File: src/rtl/debounce_timer_bank_if.sv
// debounce_timer_bank_if: channel timer and threshold-config signals between debouncer FSMs and the shared timer bank.
interface debounce_timer_bank_if #(
    parameter int N_CH   = 4,
    parameter int TICK_W = 8
);
    logic [N_CH-1:0]   timer_reset;
    logic [N_CH-1:0]   timer_done;
    logic              cfg_valid;
    logic [TICK_W-1:0] cfg_hold;
    logic              cfg_ready;
    logic              cfg_applied;
    logic [TICK_W-1:0] hold_active;

    modport master (
        output timer_reset, cfg_valid, cfg_hold,
        input  timer_done, cfg_ready, cfg_applied, hold_active
    );

    modport slave (
        input  timer_reset, cfg_valid, cfg_hold,
        output timer_done, cfg_ready, cfg_applied, hold_active
    );
endinterface

File: src/rtl/debounce_timer_bank.sv
// debounce_timer_bank: one shared prescaler plus saturating per-channel tick counters, with a hold threshold swapped only while all channels idle.
// Define DBT_PRESCALE_EN for the PRESCALE-cycle tick; otherwise counts advance every clock.
module debounce_timer_bank #(
`ifdef DBT_PRESCALE_EN
    parameter int PRESCALE     = 1000,
`endif
    parameter int N_CH         = 4,
    parameter int TICK_W       = 8,
    parameter int HOLD_DEFAULT = 10
) (
    input logic                  clk,
    input logic                  reset_n,
    debounce_timer_bank_if.slave bus
);
    typedef enum logic [1:0] {IDLE, PEND, APPLY} state_t;

    state_t            r_state, w_next;
    logic [TICK_W-1:0] r_count [N_CH];
    logic [TICK_W-1:0] r_hold, r_pend;
    logic              w_tick;

`ifdef DBT_PRESCALE_EN
    localparam int PW = $clog2(PRESCALE);
    logic [PW-1:0] r_pre;

    // free-running: channel activity never realigns the tick phase
    assign w_tick = r_pre == PW'(PRESCALE - 1);

    always_ff @(posedge clk or negedge reset_n) begin
        if (!reset_n) r_pre <= '0;
        else          r_pre <= w_tick ? '0 : r_pre + 1'b1;
    end
`else
    assign w_tick = 1'b1;
`endif

    always_ff @(posedge clk or negedge reset_n) begin
        if (!reset_n) begin
            for (int i = 0; i < N_CH; i++) r_count[i] <= '0;
        end else begin
            for (int i = 0; i < N_CH; i++) begin
                if (bus.timer_reset[i])                  r_count[i] <= '0;
                else if (w_tick && r_count[i] < r_hold) r_count[i] <= r_count[i] + 1'b1;
            end
        end
    end

    always_comb begin
        bus.timer_done = '0;
        for (int i = 0; i < N_CH; i++) bus.timer_done[i] = r_count[i] >= r_hold;
    end

    always_ff @(posedge clk or negedge reset_n) begin
        if (!reset_n) begin
            r_state <= IDLE;
            r_hold  <= TICK_W'(HOLD_DEFAULT);
            r_pend  <= '0;
        end else begin
            r_state <= w_next;
            if (r_state == IDLE && bus.cfg_valid) r_pend <= bus.cfg_hold;
            if (r_state == APPLY)                 r_hold <= r_pend;
        end
    end

    // the swap waits for every channel to be idle so no timing in flight sees a threshold change
    always_comb begin
        w_next = IDLE;
        case (r_state)
            IDLE:    w_next = bus.cfg_valid ? PEND : IDLE;
            PEND:    w_next = &bus.timer_reset ? APPLY : PEND;
            default: w_next = IDLE;
        endcase
        bus.cfg_ready   = r_state == IDLE;
        bus.cfg_applied = r_state == APPLY;
    end

    assign bus.hold_active = r_hold;
endmodule

File: src/flat_wrapper.sv
// flat-port wrapper written by rule: the top's interface ports become plain ports
module debounce_timer_bank_flat 
#(

    parameter int N_CH         = 4,
    parameter int TICK_W       = 8,
    parameter int HOLD_DEFAULT = 10
)
  (clk, reset_n, bus_timer_reset, bus_cfg_valid, bus_cfg_hold, bus_timer_done, bus_cfg_ready, bus_cfg_applied, bus_hold_active);
  debounce_timer_bank_if #(.N_CH(N_CH), .TICK_W(TICK_W)) bus_i ();
  input logic clk;
  input logic reset_n;
  input wire logic [$bits(bus_i.timer_reset)-1:0] bus_timer_reset;
  input wire logic [$bits(bus_i.cfg_valid)-1:0] bus_cfg_valid;
  input wire logic [$bits(bus_i.cfg_hold)-1:0] bus_cfg_hold;
  output wire logic [$bits(bus_i.timer_done)-1:0] bus_timer_done;
  output wire logic [$bits(bus_i.cfg_ready)-1:0] bus_cfg_ready;
  output wire logic [$bits(bus_i.cfg_applied)-1:0] bus_cfg_applied;
  output wire logic [$bits(bus_i.hold_active)-1:0] bus_hold_active;
  assign bus_i.timer_reset = bus_timer_reset;
  assign bus_i.cfg_valid = bus_cfg_valid;
  assign bus_i.cfg_hold = bus_cfg_hold;
  assign bus_timer_done = bus_i.timer_done;
  assign bus_cfg_ready = bus_i.cfg_ready;
  assign bus_cfg_applied = bus_i.cfg_applied;
  assign bus_hold_active = bus_i.hold_active;
  debounce_timer_bank #(.N_CH(N_CH), .TICK_W(TICK_W), .HOLD_DEFAULT(HOLD_DEFAULT)) u_core (.clk(clk), .reset_n(reset_n), .bus(bus_i));
endmodule
File: config.mk
export PLATFORM = sky130hd
export DESIGN_NAME = debounce_timer_bank_flat
export DESIGN_NICKNAME = d
export VERILOG_FILES = /design/src/rtl/debounce_timer_bank_if.sv /design/src/rtl/debounce_timer_bank.sv /design/src/flat_wrapper.sv
export SDC_FILE = /design/constraint.sdc
export NUM_CORES = 1
export LEC_CHECK = 0
export ABC_AREA = 1
export BUFFER_PORTS_ARGS = -buffer_cell sky130_fd_sc_hd__buf_2
export CAP_MARGIN = 15
export CORE_ASPECT_RATIO = 0.7
export CORE_MARGIN = 2
export CORE_UTILIZATION = 35
export DETAILED_ROUTE_END_ITERATION = 12
export GPL_TIMING_DRIVEN = 0
export PLACE_DENSITY = 0.56
export SYNTH_ARGS = -nofsm -noshare
export SYNTH_HDL_FRONTEND = slang
export SYNTH_SLANG_ARGS = --single-unit
File: constraint.sdc
create_clock -name clk -period 4.6 [get_ports clk]
set_input_delay 0.92 -clock clk [delete_from_list [all_inputs] [get_ports clk]]
set_output_delay 0.92 -clock clk [all_outputs]
set_load 0.01 [all_outputs]
==> flow_metrics.py <==
metrics = {
    "critical_path": {
        "rrSetupSlack_ps": 2790,
        "worstSetupPathType": "flip-flop to output port",
        "startpoint_type": "flip-flop",
        "worst_ep_required_time_ps": 3680,
        "cp-end-kind": "output port",
        "arrival_ps": 1980,
        "worst-path-max-fanout": 10,
    },
    "synthesis": {
        "yosysUniqueCellTypes": 26,
        "yosysSeqAreaShare_pct": 36.36,
        "syn_area_um2": 3448,
        "netlist_instances": 452,
        "synth_fp_nets": 503,
        "synth_seq_cells": 50,
        "avgSynthCellArea_um2": 7.629,
        "yosysWarnings": 0,
    },
    "grt": {
        "grt_pass1_vias": 2813,
        "grt_max_degree": 39,
        "overflow": 0,
        "antenna_found_initial": 0,
        "grt.total_usage_pct": 16.76,
        "grt_pass1_wl_mm": 13.94,
    },
    "sta": {
        "setup_violations": 0,
        "finClkSkew_ps": 7.907,
        "tns_ps": 0,
        "setup_slack_ps": 1698,
        "slew_violations": 0,
        "fin_crit_ps": 2902,
        "post-route-period-util_pct": 63.09,
        "fmax_ghz": 0.3446,
        "rsz0062_at_grt": "no",
        "tightest_slew_ps": 446.8,
        "timing.slew.headroom_pct": 70.21,
        "hold_viol_final": 0,
    },
    "pwr": {
        "total_leakage_power_nw": 2.194,
        "ir_drop_uv": 282.8,
        "p_per_area_nw_per_um2": 479.4,
        "total_power_mw": 1.887,
    },
    "clock_network": {
        "cts_setup_buffers": 0,
        "cts_resized": 0,
        "cts_tree": "yes",
        "path_clk_slew_ps": 70,
        "cts_max_level": 2,
        "clock_sinks": 50,
        "holdBufCountCts": 0,
        "root_buffer": "clkbuf_16",
        "ctsLongestPathBuffers": 2,
        "clk_latency_ps": 290,
        "cts_made_buffers": 5,
    },
    "layout": {
        "multi_input_area_um2": 1928,
        "final_area_um2": 3936,
        "num-nets-final": 539,
        "final_common_cell": "nand2_1",
        "register_area_um2": 1254,
        "num_antenna_cells": 0,
        "mostFrequentLayoutCells": "nand2_1, inv_1, dfrtp_1",
        "drive_gt1_share_pct": 14.11,
        "n_fill_cell": 972,
        "area_growth_pct": 14.15,
    },
    "drt": {
        "wl_mm": 8.163,
        "first_iter_violations": 123,
        "viasPerCell": 4.919,
        "drc_errors": 0,
        "vias": 3035,
        "firstDrtPassIters": 4,
        "routedWlPerCell_um": 13.23,
        "ant_nets": 0,
    },
    "min_path": {
        "hp-class": "flip-flop to flip-flop",
    },
    "placed_design": {
        "dpl_cell_area_um2": 3769,
        "hpwl_mm": 6.175,
        "place.gp.congestion": 0.8286,
        "port_buffers": 28,
        "dp_slack_ps": 1987,
    },
    "die": {
        "dieArea_um2": 10670,
        "start_util_pct": 35.75,
        "core_um2": 9647,
        "rows": 30,
        "ioPinCount": 29,
        "die_x_um": 122.6,
        "die_h_um": 87.05,
    },
    "job": {
        "maxCapViolations": 0,
    },
    "status": {
        "status": "finished, final reports clean",
    },
}
-- metrics by stage --
stage	utilization (%)	hold slack (ps)	std cells
floorplan	-	447.6	452
global placement	38.86	463.9	608
detailed placement	39.07	474.5	609
CTS	40.80	495.8	617
global route	40.80	517.4	617
finish	40.80	489.3	617
-- power by group --
part	switching [mW]	internal, mW
logic	0.513	0.302
registers	0.0970	0.544
clock network	0.173	0.258
-- worst max-delay path: stages (launching register included) --
cell and delay [ps]:
dfstp_2 540, inv_1 140, ha_1 350, nand2_1 70, nand2_1 40, nand2_1 50, nand2_1 40, nand2_1 90
buf_6 150, nand3_1 70, buf_2 150
-- routing by layer --
layer  up-vias  share of wire, %  GRT usage, %
li1       1565                 -             -
met3         4               4.1         3.534
met5         -                 0             0
met2        44                41         24.80
met1      1422                54         24.83
met4         0              0.77         4.180
-- layout make-up --
type,instances,area share [%]
sequential,50,31.85
tap,128,4.069
buffer,6,0.9536
timing repair buffer,29,4.069
clock buffer,6,3.274
multi-input combinational,335,48.98
inverter,61,5.817
clock inverter,2,0.9854
-- logic make-up (layout without fill, tap and decap cells) --
family	count (synthesis)	after routing	synth area share (%)
muxes	7	7	2.286
AOI/OAI and AO/OA	36	36	5.733
DFF	50	50	36.36
and+or+nand+nor	254	254	34.32
buffers and inverters	67	104	7.728
xor gates and xnor gates	2	2	0.5081
adders and majority gates	36	36	13.06
-- state kept, by name, indices dropped and copies added, names as in the netlist --
register / cells
u_core.r_pend: 8
u_core.r_state: 2
u_core.r_count: 32
u_core.bus.hold_active: 8
-- worst paths after layout --
check	depth (start not counted)	startpoint	to
min	2	u_core.r_pend[7]	u_core.bus.hold_active[7]
min in group asynchronous	1	reset_n	u_core.r_count[17]
min reg2reg	2	u_core.r_pend[7]	u_core.bus.hold_active[7]
max reg2reg	11	u_core.bus.hold_active[1]	u_core.r_count[15]
max	10	u_core.bus.hold_active[1]	bus_timer_done[1]
max in group asynchronous	2	reset_n	u_core.bus.hold_active[1]
-- cell usage after synthesis (all sizes together) --
library cell,n,share of area [%]
nand2,140,17
nor2,34,4.6
ha,36,13
buf,6,1.1
inv,61,6.6
o21bai,4,0.87
dfstp,2,1.5
nand4,28,5.1
nand3,47,7.0
o21ai,11,1.6
xor2,2,0.51
a21oi,18,2.6
nand3b,3,0.65
a21o,3,0.65
dfrtp,48,35
mux2,7,2.3
nor3,2,0.29
Power figures use the tool's default switching activity.
